<file path="config.mk">
export PLATFORM = sky130hd
export DESIGN_NAME = lpc_io_decode
export DESIGN_NICKNAME = d
export VERILOG_FILES = /design/src/rtl/lpc_io_decode_pkg.sv /design/src/rtl/lpc_io_decode.sv
export SDC_FILE = /design/constraint.sdc
export NUM_CORES = 1
export LEC_CHECK = 0
export CAP_MARGIN = 25
export CORE_AREA = 3 3 70 72
export DETAILED_ROUTE_END_ITERATION = 10
export DIE_AREA = 0 0 73 75
export PLACE_DENSITY = 0.67
export SYNTH_ARGS = -nofsm -noshare
export SYNTH_HDL_FRONTEND = slang
export SYNTH_SLANG_ARGS = --single-unit
</file>
<file path="constraint.sdc">
create_clock -name Mclk -period 3.1 [get_ports Mclk]
set_clock_uncertainty 0.2 [all_clocks]
set_input_delay 0.465 -clock Mclk [delete_from_list [all_inputs] [get_ports Mclk]]
set_output_delay 0.465 -clock Mclk [all_outputs]
set_load 0.005 [all_outputs]
</file>
<file path="src/rtl/lpc_io_decode_pkg.sv">
// Shared definitions for the LPC I/O-cycle target: FSM encoding and LPC nibble constants.
package lpc_io_decode_pkg;

    typedef enum logic [3:0] {
        StIdle,
        StCycType,
        StAddr0,
        StAddr1,
        StAddr2,
        StAddr3,
        StData0,
        StData1,
        StHtar0,
        StHtar1,
        StSync,
        StRdata0,
        StRdata1,
        StPtar0,
        StPtar1
    } lpc_state_e;

    localparam logic [3:0]  LAD_START   = 4'h0;
    localparam logic [2:0]  CYC_IO_RD   = 3'b000;
    localparam logic [2:0]  CYC_IO_WR   = 3'b001;
    localparam logic [3:0]  SYNC_READY  = 4'h0;
    localparam logic [3:0]  LAD_IDLE    = 4'hF;
    localparam logic [15:0] PORT80_ADDR = 16'h0080;

endpackage

</file>
<file path="src/rtl/lpc_io_decode.sv">
// LPC I/O-cycle target: decodes host nibbles, claims a 256-byte BAR and strobes the register map.
// Optional port 80 write snooping is enabled by defining LPC_PORT80_EN.
module lpc_io_decode
    import lpc_io_decode_pkg::*;
#(
    parameter logic [7:0] IO_BAR = 8'h08
) (
    input  logic        Mclk,
    input  logic        MainReset,
    input  logic        LFrameN,
    input  logic [3:0]  LadIn,
    output logic [3:0]  LadOut,
    output logic        LadOe,
    output logic [15:0] DevAddr,
    output logic        RdDev_En,
    output logic        WrDev_En,
    output logic [7:0]  WrDev_Data,
    input  logic [7:0]  RdDev_Data
`ifdef LPC_PORT80_EN
    ,
    output logic [7:0]  Port80Data
`endif
);

    lpc_state_e  state_q, state_d;
    logic [15:0] dev_addr_q, dev_addr_d;
    logic [7:0]  wr_data_q, wr_data_d;
    logic [7:0]  rd_hold_q, rd_hold_d;
    logic        is_wr_q, is_wr_d;
    logic        claim_q, claim_d;
`ifdef LPC_PORT80_EN
    logic        snoop_q, snoop_d;
    logic [7:0]  port80_q, port80_d;
    logic        addr_is_p80;
`endif

    always_comb begin
        state_d    = state_q;
        dev_addr_d = dev_addr_q;
        wr_data_d  = wr_data_q;
        rd_hold_d  = rd_hold_q;
        is_wr_d    = is_wr_q;
        claim_d    = claim_q;
`ifdef LPC_PORT80_EN
        snoop_d     = snoop_q;
        port80_d    = port80_q;
        addr_is_p80 = 1'b0;
`endif
        // A low LFrameN always wins: it starts a new cycle or aborts the current one.
        if (!LFrameN) begin
            state_d = (LadIn == LAD_START) ? StCycType : StIdle;
        end else begin
            case (state_q)
                StIdle: state_d = StIdle;
                StCycType: begin
                    if (LadIn[3:1] == CYC_IO_RD) begin
                        is_wr_d = 1'b0;
                        state_d = StAddr0;
                    end else if (LadIn[3:1] == CYC_IO_WR) begin
                        is_wr_d = 1'b1;
                        state_d = StAddr0;
                    end else begin
                        state_d = StIdle;
                    end
                end
                StAddr0: begin
                    dev_addr_d[15:12] = LadIn;
                    state_d           = StAddr1;
                end
                StAddr1: begin
                    dev_addr_d[11:8] = LadIn;
                    state_d          = StAddr2;
                end
                StAddr2: begin
                    dev_addr_d[7:4] = LadIn;
                    state_d         = StAddr3;
                end
                StAddr3: begin
                    dev_addr_d[3:0] = LadIn;
                    claim_d         = (dev_addr_q[15:8] == IO_BAR);
`ifdef LPC_PORT80_EN
                    addr_is_p80 = ({dev_addr_q[15:4], LadIn} == PORT80_ADDR);
                    snoop_d     = is_wr_q && addr_is_p80;
                    // A snooped write is never answered, even if the BAR also covers it.
                    if (snoop_d) begin
                        claim_d = 1'b0;
                    end
                    if (claim_d || snoop_d) begin
                        state_d = is_wr_q ? StData0 : StHtar0;
                    end else begin
                        state_d = StIdle;
                    end
`else
                    if (claim_d) begin
                        state_d = is_wr_q ? StData0 : StHtar0;
                    end else begin
                        state_d = StIdle;
                    end
`endif
                end
                StData0: begin
                    wr_data_d[3:0] = LadIn;
                    state_d        = StData1;
                end
                StData1: begin
                    wr_data_d[7:4] = LadIn;
                    state_d        = StHtar0;
                end
                StHtar0: begin
`ifdef LPC_PORT80_EN
                    if (snoop_q) begin
                        port80_d = wr_data_q;
                    end
`endif
                    state_d = StHtar1;
                end
                StHtar1: state_d = claim_q ? StSync : StIdle;
                StSync: begin
                    // Register map data has long settled by now; hold it for both nibbles.
                    if (!is_wr_q) begin
                        rd_hold_d = RdDev_Data;
                    end
                    state_d = is_wr_q ? StPtar0 : StRdata0;
                end
                StRdata0: state_d = StRdata1;
                StRdata1: state_d = StPtar0;
                StPtar0:  state_d = StPtar1;
                StPtar1:  state_d = StIdle;
                default:  state_d = StIdle;
            endcase
        end
    end

    always_ff @(posedge Mclk) begin
        if (MainReset) begin
            state_q    <= StIdle;
            dev_addr_q <= 16'h0000;
            wr_data_q  <= 8'hFF;
            rd_hold_q  <= 8'h00;
            is_wr_q    <= 1'b0;
            claim_q    <= 1'b0;
`ifdef LPC_PORT80_EN
            snoop_q    <= 1'b0;
            port80_q   <= 8'h00;
`endif
        end else begin
            state_q    <= state_d;
            dev_addr_q <= dev_addr_d;
            wr_data_q  <= wr_data_d;
            rd_hold_q  <= rd_hold_d;
            is_wr_q    <= is_wr_d;
            claim_q    <= claim_d;
`ifdef LPC_PORT80_EN
            snoop_q    <= snoop_d;
            port80_q   <= port80_d;
`endif
        end
    end

    always_comb begin
        LadOut = LAD_IDLE;
        LadOe  = 1'b0;
        case (state_q)
            StSync: begin
                LadOut = SYNC_READY;
                LadOe  = 1'b1;
            end
            StRdata0: begin
                LadOut = rd_hold_q[3:0];
                LadOe  = 1'b1;
            end
            StRdata1: begin
                LadOut = rd_hold_q[7:4];
                LadOe  = 1'b1;
            end
            StPtar0: begin
                LadOut = LAD_IDLE;
                LadOe  = 1'b1;
            end
            default: begin
                LadOut = LAD_IDLE;
                LadOe  = 1'b0;
            end
        endcase
    end

    assign RdDev_En   = (state_q == StHtar0) && claim_q && !is_wr_q;
    assign WrDev_En   = (state_q == StHtar0) && claim_q && is_wr_q;
    assign DevAddr    = dev_addr_q;
    assign WrDev_Data = wr_data_q;
`ifdef LPC_PORT80_EN
    assign Port80Data = port80_q;
`endif

endmodule

</file>
Word level (Yosys, flattened, before mapping). Index checks and enable logic that the tools add are counted.

Bitwise operators: 1. Muxes and demuxes: 13. Equality and inequality tests: 15. Reduce and logical (&&, ||, !) cells: 16.

Operator list (number): case mux 4 bit (13 select lines) (1); == test 4 bit, second input constant (6); two-way mux 4 bit (5); == test 4 x 3 -> 1 bit, second input constant (4); case mux 4 bit (3 select lines) (1); AND reduction 2 bit (6); == test 4 x 2 -> 1 bit, second input constant (2); == test 8 x 4 -> 1 bit, second input constant (1); AND reduction 3 bit (2); == test 4 x 1 -> 1 bit, second input constant (1); zero test 4 bit (1); two-way mux 1 bit (4); OR reduction 4 bit (1); == test 3 x 1 -> 1 bit, second input constant (1); logical AND 1 bit (3); zero test 3 bit (1); two-way mux 3 bit (1); two-way mux 2 bit (1); nonzero test 2 bit (1); zero test 1 bit (1); inverter 1 bit (1).

Bits of input ports: 15. Bits in registers: 38. Output and inout bits: 31.

Depth between registers and ports, before layout. Gate-level depths: netlist of the first run.

Word-level depth: 5. Mapped depth: 6.

Worst setup path after synthesis of the first run. OpenSTA, ideal clock, no wires.

Kind: input -> register. Start: input port LFrameN. End: register dev_addr_q[4], in the netlist DevAddr[4]. Stages on the path: 6. Path buffers: 2. Data required time: 2.772 ns. Setup time: 0.128 ns. Arrival time: 1.403 ns. Setup slack: 1.370 ns. Cells stage by stage: buf_2 > nand3b_4 > or3_1 > clkbuf_1 > mux2i_1 > nor2_1.

Cells in the longest elaborated chain, start to end: 1.

RTL lines: start: declaration (RTL line lpc_io_decode.sv:10) `input logic LFrameN,`; AND reduction 2 bit (no line); end signal: assignment (RTL line lpc_io_decode.sv:148) `dev_addr_q <= dev_addr_d;`; end: declaration (RTL line lpc_io_decode.sv:26) `logic [15:0] dev_addr_q, dev_addr_d;`.

No other way between the ends. A chain may end at the register's enable or synchronous reset.

Worst setup path after layout of the first run.
Start: register state_q[2]. End: output port LadOut[0].

Cells in the longest elaborated chain, start to end: 2. Elaborated cells between the ends (all ways): 4. Classes of those cells: eq/ne (3); mux (1).

RTL lines: start: declaration (RTL line lpc_io_decode.sv:25) `lpc_state_e state_q, state_d;`; start signal: assignment (RTL line lpc_io_decode.sv:136) `state_q <= StIdle;`; start signal: assignment (RTL line lpc_io_decode.sv:147) `state_q <= state_d;`; == test 4 bit (RTL line lpc_io_decode.sv:163) `case (state_q)`; case mux 4 bit (3 select lines) (*) (RTL line lpc_io_decode.sv:163); end: declaration (RTL line lpc_io_decode.sv:12) `output logic [3:0] LadOut,`.

Mark *: on every way between the ends. The rest lies on a longest branch, timed or not.

==> results_dict.tcl, run 1 <==
set metrics [dict create \
    ff_latch_area_um2 761 \
    cts_hold_buffers 0 \
    first_iter_violations 79 \
    power_uw 934 \
    drt-wirelength-per-cell_um 13.8 \
    slowest_delay_ns 0.70 \
    clk_latency_ns 0.28 \
    ctsResizeCount 0 \
    port_buffers 45 \
    ys.warnings.count 0 \
    cts.sinks 38 \
    finalMaxSlewViolations 0 \
    fp.dieH_um 75 \
    path_cells "nand2b_1 > a21oi_1 > o21ai_0 > clkdlybuf4s50_1" \
    max-cap-violations 0 \
    status "finished, final reports clean" \
    ioPinCount 46 \
    cts_tree "built" \
    tightestPinTransition_ns 0.752 \
    die_x_um 73 \
    cp-end-kind "output port" \
    antenna_found_initial 0 \
    initial_core_util 0.399 \
    path_max_fanout 15 \
    drtPass1Iterations 4 \
    final-setup-viol-count 0 \
    p_clk_frac 0.436 \
    power.internal_uw 745 \
    htreeDepth 2 \
    synthDistinctLibCells 31 \
    synth_area_um2 1740 \
    period_needed_ns 2.71 \
    grt_pass1_wl_um 6750 \
    sequentialPowerShare 0.523 \
    cellLeakagePower_nw 0.942 \
    hp-class "flop to flop" \
    hold_viol 0 \
    cts.path.max_buffers 2 \
    cp.required_ns 2.43 \
    vias_per_cell 5.12 \
    wl_um 3960 \
    drtAntennaViolNets 0 \
    power_frac_comb 0.041 \
    track_usage 0.159 \
    coreArea_um2 4350 \
    nNetsFinal 248 \
    synthToLayoutAreaGrowth_pct 33.0 \
    multiInputGateArea_um2 905 \
    synth_cells 194 \
    grt_max_degree 22 \
    cts_made_buffers 5 \
    path_clk_slew_ns 0.07 \
    syn-num-nets 209 \
    fin_setup_tns_ns 0 \
    drc 0 \
    fmax_ghz 0.369 \
    max_slew_margin 0.498 \
    fin_crit_sh 0.874 \
    gp_congestion 0.828 \
    num_antenna_cells 0 \
    cp_data_arrival_time_ns 2.04 \
    rsz0062_at_grt "false" \
    grt_pass1_vias 1412 \
    crit_type "flop to output port" \
    peakVddDrop_mv 0.256 \
    postCtsSetupBuffers 0 \
    cts-root-buf "clkbuf_8" \
    synth_seq_cells 38 \
    hpwl_um 2810 \
    syn_area_per_cell_um2 8.95 \
    overflow 0 \
    ys_seq_area_frac 0.438 \
    drive_above_1_share 0.0726 \
    cp_slowest_cell "dfxtp_1" \
    p_per_area_nw_per_um2 405 \
    worstSetupStartpointType "flop" \
    sw_frac_of_total 0.203 \
    num_vias 1465 \
    fillers 418 \
    die_area_um2 5480 \
    rows 24 \
    power.switching_uw 190 \
]
==> flip-flops by register name, summed over array words and instances, names as in the netlist <==
register,cells
is_wr_q,1
claim_q,1
state_q,4
WrDev_Data,8
rd_hold_q,8
DevAddr,16
==> final timing paths <==
| check | slack, ns | endpoint | from | cells past startpoint |
|---|---|---|---|---|
| max | 0.39 | LadOut[0] | state_q[2]$_SDFF_PP0_ | 4 |
| min | 0.30 | WrDev_Data[3]$_SDFFE_PP1P_ | WrDev_Data[3]$_SDFFE_PP1P_ | 2 |
| max reg2reg | 1.11 | DevAddr[5]$_SDFFE_PP0P_ | state_q[3]$_SDFF_PP0_ | 4 |
| min reg2reg | 0.30 | WrDev_Data[3]$_SDFFE_PP1P_ | WrDev_Data[3]$_SDFFE_PP1P_ | 2 |
==> through the flow <==
stage                     setup slack [ns]  hold slack, ns  area [um2]  instances  utilization
after detailed placement             0.674           0.282        2200        278        0.505
after floorplan                       1.37           0.264        1740        194            -
final                                0.390           0.302        2310        286        0.530
after global routing                 0.165           0.328        2310        286        0.530
after CTS                            0.341           0.304        2310        286        0.530
after global placement               0.670           0.276        2200        278        0.505
==> critical path: cells and delay by family (launching register included) <==
| family | cells | cell delay (ns) |
|---|---|---|
| AND/OR/NAND/NOR | 1 | 0.28 |
| flip-flops | 1 | 0.70 |
| buffers and inverters | 1 | 0.53 |
| AO/OA/AOI/OAI | 2 | 0.25 |
==> synth_stat cells <==
master | n | area share
a211o_1 | 5 | 0.025
a21boi_0 | 1 | 0.0043
a21oi_1 | 9 | 0.026
a2bb2oi_1 | 1 | 0.0050
a31oi_1 | 2 | 0.0072
and4b_1 | 1 | 0.0058
and4bb_2 | 1 | 0.0072
buf_2 | 8 | 0.023
clkbuf_1 | 7 | 0.015
dfxtp_1 | 38 | 0.44
inv_1 | 1 | 0.0022
mux2i_1 | 26 | 0.15
nand2_1 | 6 | 0.013
nand2b_1 | 5 | 0.018
nand3_1 | 4 | 0.012
nand3_2 | 1 | 0.0058
nand3b_4 | 1 | 0.012
nand4b_1 | 3 | 0.015
nor2_1 | 44 | 0.095
nor2_2 | 2 | 0.0072
nor2b_1 | 5 | 0.018
nor3_1 | 5 | 0.014
nor3b_1 | 1 | 0.0043
nor4_1 | 2 | 0.0072
nor4b_2 | 1 | 0.0086
nor4b_4 | 1 | 0.014
o211ai_1 | 1 | 0.0043
o21a_1 | 1 | 0.0043
o21ai_0 | 6 | 0.017
o21bai_1 | 4 | 0.017
or3_1 | 1 | 0.0036
==> cell type report <==
type                    instances  share of cell area
inverters                       1             0.00163
clock inverters                 3              0.0173
repair buffers                 47               0.202
clock buffers                   5              0.0298
flip-flops and latches         38               0.330
multi-input cells             140               0.392
well taps                      52              0.0282
==> kinds of logic (layout without fill, tap and decap cells) <==
family / after synthesis / count (layout) / share of synthesized area
mux: 26 / 26 / 0.150
compound gates: 30 / 30 / 0.111
buf+inv: 16 / 56 / 0.0404
simple gates: 84 / 84 / 0.260
flops: 38 / 38 / 0.438
==> routing by layer <==
layer	wire length [um]	global-route usage	vias to the layer above
met4	24	0.0430	0
li1	-	-	747
met1	1940	0.208	679
met2	1720	0.243	35
met3	273	0.0641	4
met5	0	0	-
==> power by group through the flow <==
stage | clock network, mW | logic (mW) | registers (mW)
final | 0.407 | 0.0387 | 0.488
after CTS | 0.422 | 0.0390 | 0.488
after detailed placement | 0 | 0.0389 | 0.500
after floorplan | 0 | 0.0162 | 0.499
after global routing | 0.449 | 0.0421 | 0.488
after global placement | 0 | 0.0394 | 0.500
==> cells in the final DEF (no fill, tap or decap), types with 2 or more instances in the layout <==
| cell type | n |
|---|---|
| nor2_2 | 2 |
| clkinv_2 | 2 |
| nor3_1 | 5 |
| nor4_1 | 2 |
| a31oi_1 | 2 |
| a211o_1 | 5 |
| nand4b_1 | 3 |
| nor2_1 | 44 |
| buf_4 | 2 |
| clkdlybuf4s50_1 | 45 |
| nand2b_1 | 5 |
| a21oi_1 | 9 |
| clkbuf_8 | 5 |
| o21bai_1 | 4 |
| nor2b_1 | 5 |
| mux2i_1 | 26 |
| o21ai_0 | 6 |
| nand3_1 | 4 |
| nand2_1 | 6 |
| dfxtp_1 | 38 |
Note: power is estimated with default switching activity, not from simulation.
==> inputs of run 2 (changes only) <==
Settings changed: CTS_BUF_LIST from default to sky130_fd_sc_hd__clkbuf_4.
==> run 2 against run 1 <==
Net effect:
- sequential power about the same
- worst hold slack better by 0.010 ns
- fmax fell by 2.6%
- setup slack got worse by 0.072 ns
==> results_dict.tcl, run 2 (synthesized netlist as in run 1, its figures left out) <==
set metrics [dict create \
    coreArea_um2 4350 \
    antenna_found_initial 0 \
    fp.dieH_um 75 \
    path_max_fanout 15 \
    die_area_um2 5480 \
    worstSetupStartpointType "flop" \
    initial_core_util 0.399 \
    rows 24 \
    cts-root-buf "clkbuf_4" \
    final_common_cell "clkdlybuf4s50_1" \
    die_x_um 73 \
    final-setup-viol-count 0 \
    cts_made_buffers 5 \
    hold_slack_ns 0.312 \
    p_clk_frac 0.385 \
    hpwl_um 2810 \
    hold_viol 0 \
    postCtsSetupBuffers 0 \
    p_per_area_nw_per_um2 377 \
    max-cap-violations 0 \
    crit_type "flop to output port" \
    sequentialPowerShare 0.570 \
    grt_max_degree 22 \
    peakVddDrop_mv 0.224 \
    track_usage 0.158 \
    power_frac_comb 0.045 \
    mostFrequentLayoutCells "clkdlybuf4s50_1, nor2_1, dfxtp_1" \
    fmax_ghz 0.359 \
    overflow 0 \
    num_antenna_cells 0 \
    max_slew_margin 0.502 \
    cts_hold_buffers 0 \
    ioPinCount 46 \
    cts.sinks 38 \
    path_clk_slew_ns 0.11 \
    drc 0 \
    cp-end-kind "output port" \
    largest_reg_flops 16 \
    grt_pass1_wl_um 6750 \
    drive_above_1_share 0.0726 \
    power.switching_uw 182 \
    synthToLayoutAreaGrowth_pct 31.2 \
    cp_data_arrival_time_ns 2.12 \
    rsz0062_at_grt "false" \
    clk_latency_ns 0.34 \
    finalMaxSlewViolations 0 \
    num_vias 1465 \
    drtAntennaViolNets 0 \
    sw_frac_of_total 0.213 \
    port_buffers 45 \
    cts.path.max_buffers 2 \
    tightestPinTransition_ns 0.746 \
    cts_tree "built" \
    period_needed_ns 2.78 \
    ctsResizeCount 0 \
    wl_um 3950 \
    fin_crit_sh 0.897 \
    gp_congestion 0.828 \
    vias_per_cell 5.12 \
    power_uw 858 \
    power.internal_uw 676 \
    status "finished, final reports clean" \
    fin_setup_tns_ns 0 \
    grt_pass1_vias 1425 \
    fillers 422 \
    nNetsFinal 248 \
    cp.required_ns 2.43 \
    drt-wirelength-per-cell_um 13.8 \
    drtPass1Iterations 4 \
    first_iter_violations 70 \
    hp-class "flop to flop" \
    htreeDepth 2 \
    cellLeakagePower_nw 0.929 \
]
## run 2: cell counts in the layout (fill, tap and decap cells not counted)
Identical to the previous run, type by type.
## run 2: layer usage
layer / vias up / track usage / part of all wire
li1: 747 / - / -
met1: 676 / 0.208 / 0.48
met2: 37 / 0.241 / 0.43
met3: 5 / 0.0601 / 0.072
met4: 0 / 0.0471 / 0.011
met5: - / 0 / 0
## run 2: layout make-up
type | count | area [um2] | share of cell area
well taps | 52 | 65.1 | 0.0286
clock inverters | 3 | 40.0 | 0.0176
inverters | 1 | 3.75 | 0.00165
flip-flops and latches | 38 | 761 | 0.334
multi-input cells | 140 | 905 | 0.397
clock buffers | 5 | 37.5 | 0.0165
repair buffers | 47 | 465 | 0.204
## run 2: final timing paths
kind	start	endpoint	slack [ns]	cells after the start
setup / recovery	state_q[2]$_SDFF_PP0_	LadOut[0]	0.32	4
setup reg to reg	state_q[3]$_SDFF_PP0_	DevAddr[5]$_SDFFE_PP0P_	1.10	4
hold reg to reg	WrDev_Data[3]$_SDFFE_PP1P_	WrDev_Data[3]$_SDFFE_PP1P_	0.31	2
hold / removal	WrDev_Data[3]$_SDFFE_PP1P_	WrDev_Data[3]$_SDFFE_PP1P_	0.31	2
## run 2: through the flow
stage          utilization  setup slack (ns)  std cells  instance area, um2
2_1_floorplan            -              1.37        194                1740
3_3_place_gp         0.505             0.670        278                2200
3_5_place_dp         0.505             0.674        278                2200
4_1_cts              0.523             0.261        286                2280
5_1_grt              0.523            0.0872        286                2280
6_report             0.523             0.318        286                2280
## run 2: worst max-delay path: stages (launching register included)
cell	delay [ns]
dfxtp_1	0.71
nand2b_1	0.28
a21oi_1	0.06
o21ai_0	0.19
clkdlybuf4s50_1	0.53
## run 2: power groups by stage
stage / clock, mW / combinational [mW] / sequential [mW]
floorplan: 0 / 0.0162 / 0.499
global placement: 0 / 0.0394 / 0.500
CTS: 0.346 / 0.0390 / 0.489
global route: 0.368 / 0.0421 / 0.489
detailed placement: 0 / 0.0389 / 0.500
finish: 0.331 / 0.0387 / 0.489
==> inputs of run 3 (changes only) <==
Settings changed: DONT_BUFFER_PORTS from default to 1, PLACE_DENSITY 0.67 to 0.53.
==> run 3 against run 2 <==
Net effect:
- routed wire length up 3.2%
- final cell count decreased by 15%
- largest cell class unchanged
- cell area decreased by 18%
- global-route usage decreased by 0.14 points
- worst hold slack worse by 0.29 ns
- sequential share of layout area is 7.2 points higher
- clock power increased by 3%
- combinational power fell by 57%
- total power fell by 1.3%
- setup slack gained 0.44 ns
- via count fell by 6.8%
- critical path depth fell by 1
==> results_dict.tcl, run 3 (synthesized netlist as in run 1, its figures left out) <==
set metrics [dict create \
    path_clk_slew_ns 0.12 \
    drive_above_1_share 0.0833 \
    final_common_cell "nor2_1" \
    tightestPinTransition_ns 0.744 \
    fin_crit_sh 0.754 \
    coreArea_um2 4350 \
    antenna_found_initial 0 \
    track_usage 0.156 \
    status "finished, final reports clean" \
    port_buffers 0 \
    grt_max_degree 31 \
    mostFrequentLayoutCells "nor2_1, dfxtp_1, mux2i_1" \
    synthToLayoutAreaGrowth_pct 7.86 \
    period_needed_ns 2.34 \
    hold_start "MainReset" \
    power.internal_uw 666 \
    rsz0062_at_grt "false" \
    hold-path-endpoint "WrDev_Data[2]$_SDFFE_PP1P_" \
    cellLeakagePower_nw 0.764 \
    drt-wirelength-per-cell_um 16.7 \
    die_x_um 73 \
    grt_pass1_wl_um 6530 \
    overflow 0 \
    hpwl_um 2780 \
    hp-class "input port to flop" \
    worstSetupStartpointType "flop" \
    multiInputGateArea_um2 905 \
    vias_per_cell 5.60 \
    cp_num_buf_inv 0 \
    cts_made_buffers 5 \
    cp_slowest_cell "dfxtp_1" \
    drtPass1Iterations 4 \
    rows 24 \
    fp.dieH_um 75 \
    hold_viol 0 \
    num_antenna_cells 0 \
    power.switching_uw 181 \
    stdcell_count 244 \
    fmax_ghz 0.428 \
    cp.required_ns 2.43 \
    ff_latch_area_um2 761 \
    wl_um 4080 \
    htreeDepth 2 \
    drtAntennaViolNets 0 \
    rr_worst_depth 4 \
    nNetsFinal 206 \
    final-setup-viol-count 0 \
    worstHoldPathCells 1 \
    initial_core_util 0.399 \
    r2r-end "DevAddr[7]$_SDFFE_PP0P_" \
    crit_type "flop to output port" \
    ctsResizeCount 0 \
    largest_reg_flops 16 \
    cp-startpoint "state_q[2]$_SDFF_PP0_" \
    peakVddDrop_mv 0.290 \
    p_per_area_nw_per_um2 452 \
    cp_data_arrival_time_ns 1.67 \
    drc 0 \
    die_area_um2 5480 \
    grt_pass1_vias 1326 \
    placed_cells 231 \
    num_vias 1366 \
    max_slew_margin 0.504 \
    path_max_fanout 15 \
    worstReg2RegStart "state_q[3]$_SDFF_PP0_" \
    path_cells "nand2b_1 > a21oi_1 > o21ai_0" \
    p_clk_frac 0.403 \
    fin_setup_tns_ns 0 \
    sw_frac_of_total 0.213 \
    clk_latency_ns 0.35 \
    cts-root-buf "clkbuf_4" \
    gp_congestion 0.848 \
    cts.path.max_buffers 2 \
    first_iter_violations 109 \
    ioPinCount 46 \
    cts_tree "built" \
    max-cap-violations 0 \
    cts.sinks 38 \
    slowest_delay_ns 0.72 \
    r2r_slack_ns 1.08 \
    cp-end-kind "output port" \
    power_frac_comb 0.020 \
    fillers 424 \
    path_delay_family "flip-flops" \
    sequentialPowerShare 0.577 \
    finalMaxSlewViolations 0 \
]
-- run 3: cell types whose count changed in the layout (fill, tap and decap cells not counted) --
cell	previous run	this run
clkinv_2	2	0
buf_8	0	1
clkdlybuf4s50_1	45	0
clkinvlp_4	0	2
dlygate4sd3_1	0	4
buf_4	2	0
-- run 3: what timing repair did --
action | CTS | global route
hold buffers | 1 | 3
buffers inserted | 0 | 0
endpoints found under the hold margin | 30 | 3
-- run 3: metrics by stage --
stage,power [mW],area (um2),hold slack (ns),utilization,setup slack (ns)
4_1_cts,0.849,1830,0.00755,0.420,0.734
2_1_floorplan,0.516,1740,0.264,-,1.37
3_5_place_dp,0.504,1730,0.289,0.398,1.10
5_1_grt,0.883,1870,0.00187,0.430,0.609
6_report,0.847,1870,0.0253,0.430,0.761
3_3_place_gp,0.504,1730,0.286,0.398,1.12
-- run 3: final cells by class --
class,count,share of cell area
Timing Repair Buffer,5,0.0294
Sequential cell,38,0.406
Clock inverter,3,0.0241
Multi-Input combinational cell,140,0.483
Clock buffer,5,0.0201
Inverter,1,0.00201
Tap cell,52,0.0348
-- run 3: layer usage --
layer / up-vias / part of all wire / track usage
met3: 5 / 0.086 / 0.0734
li1: 665 / - / -
met4: 0 / 0.012 / 0.0656
met1: 654 / 0.43 / 0.188
met2: 42 / 0.48 / 0.241
met5: - / 0 / 0
-- run 3: power by group through the flow --
stage / combinational [mW] / sequential (mW) / clock [mW]
after detailed placement: 0.00438 / 0.500 / 0
after global placement: 0.00443 / 0.500 / 0
after global routing: 0.0178 / 0.489 / 0.376
after floorplan: 0.0162 / 0.499 / 0
final: 0.0165 / 0.489 / 0.341
after CTS: 0.0109 / 0.489 / 0.349
-- run 3: worst max path at each step --
stage | endpoint | slack, ns | cells past startpoint
2_1_floorplan | DevAddr[4]$_SDFFE_PP0P_ | 1.37 | 6
3_3_place_gp | DevAddr[7]$_SDFFE_PP0P_ | 1.12 | 4
3_5_place_dp | DevAddr[4]$_SDFFE_PP0P_ | 1.10 | 4
4_1_cts | LadOut[1] | 0.73 | 3
5_1_grt | LadOut[0] | 0.61 | 3
6_report | LadOut[1] | 0.76 | 3
-- run 3: worst register-to-register path, stage by stage, from the launching register on --
cell	delay [ns]
dfxtp_1	0.82
nand3b_4	0.34
or3_1	0.29
mux2i_1	0.22
nor2_1	0.05
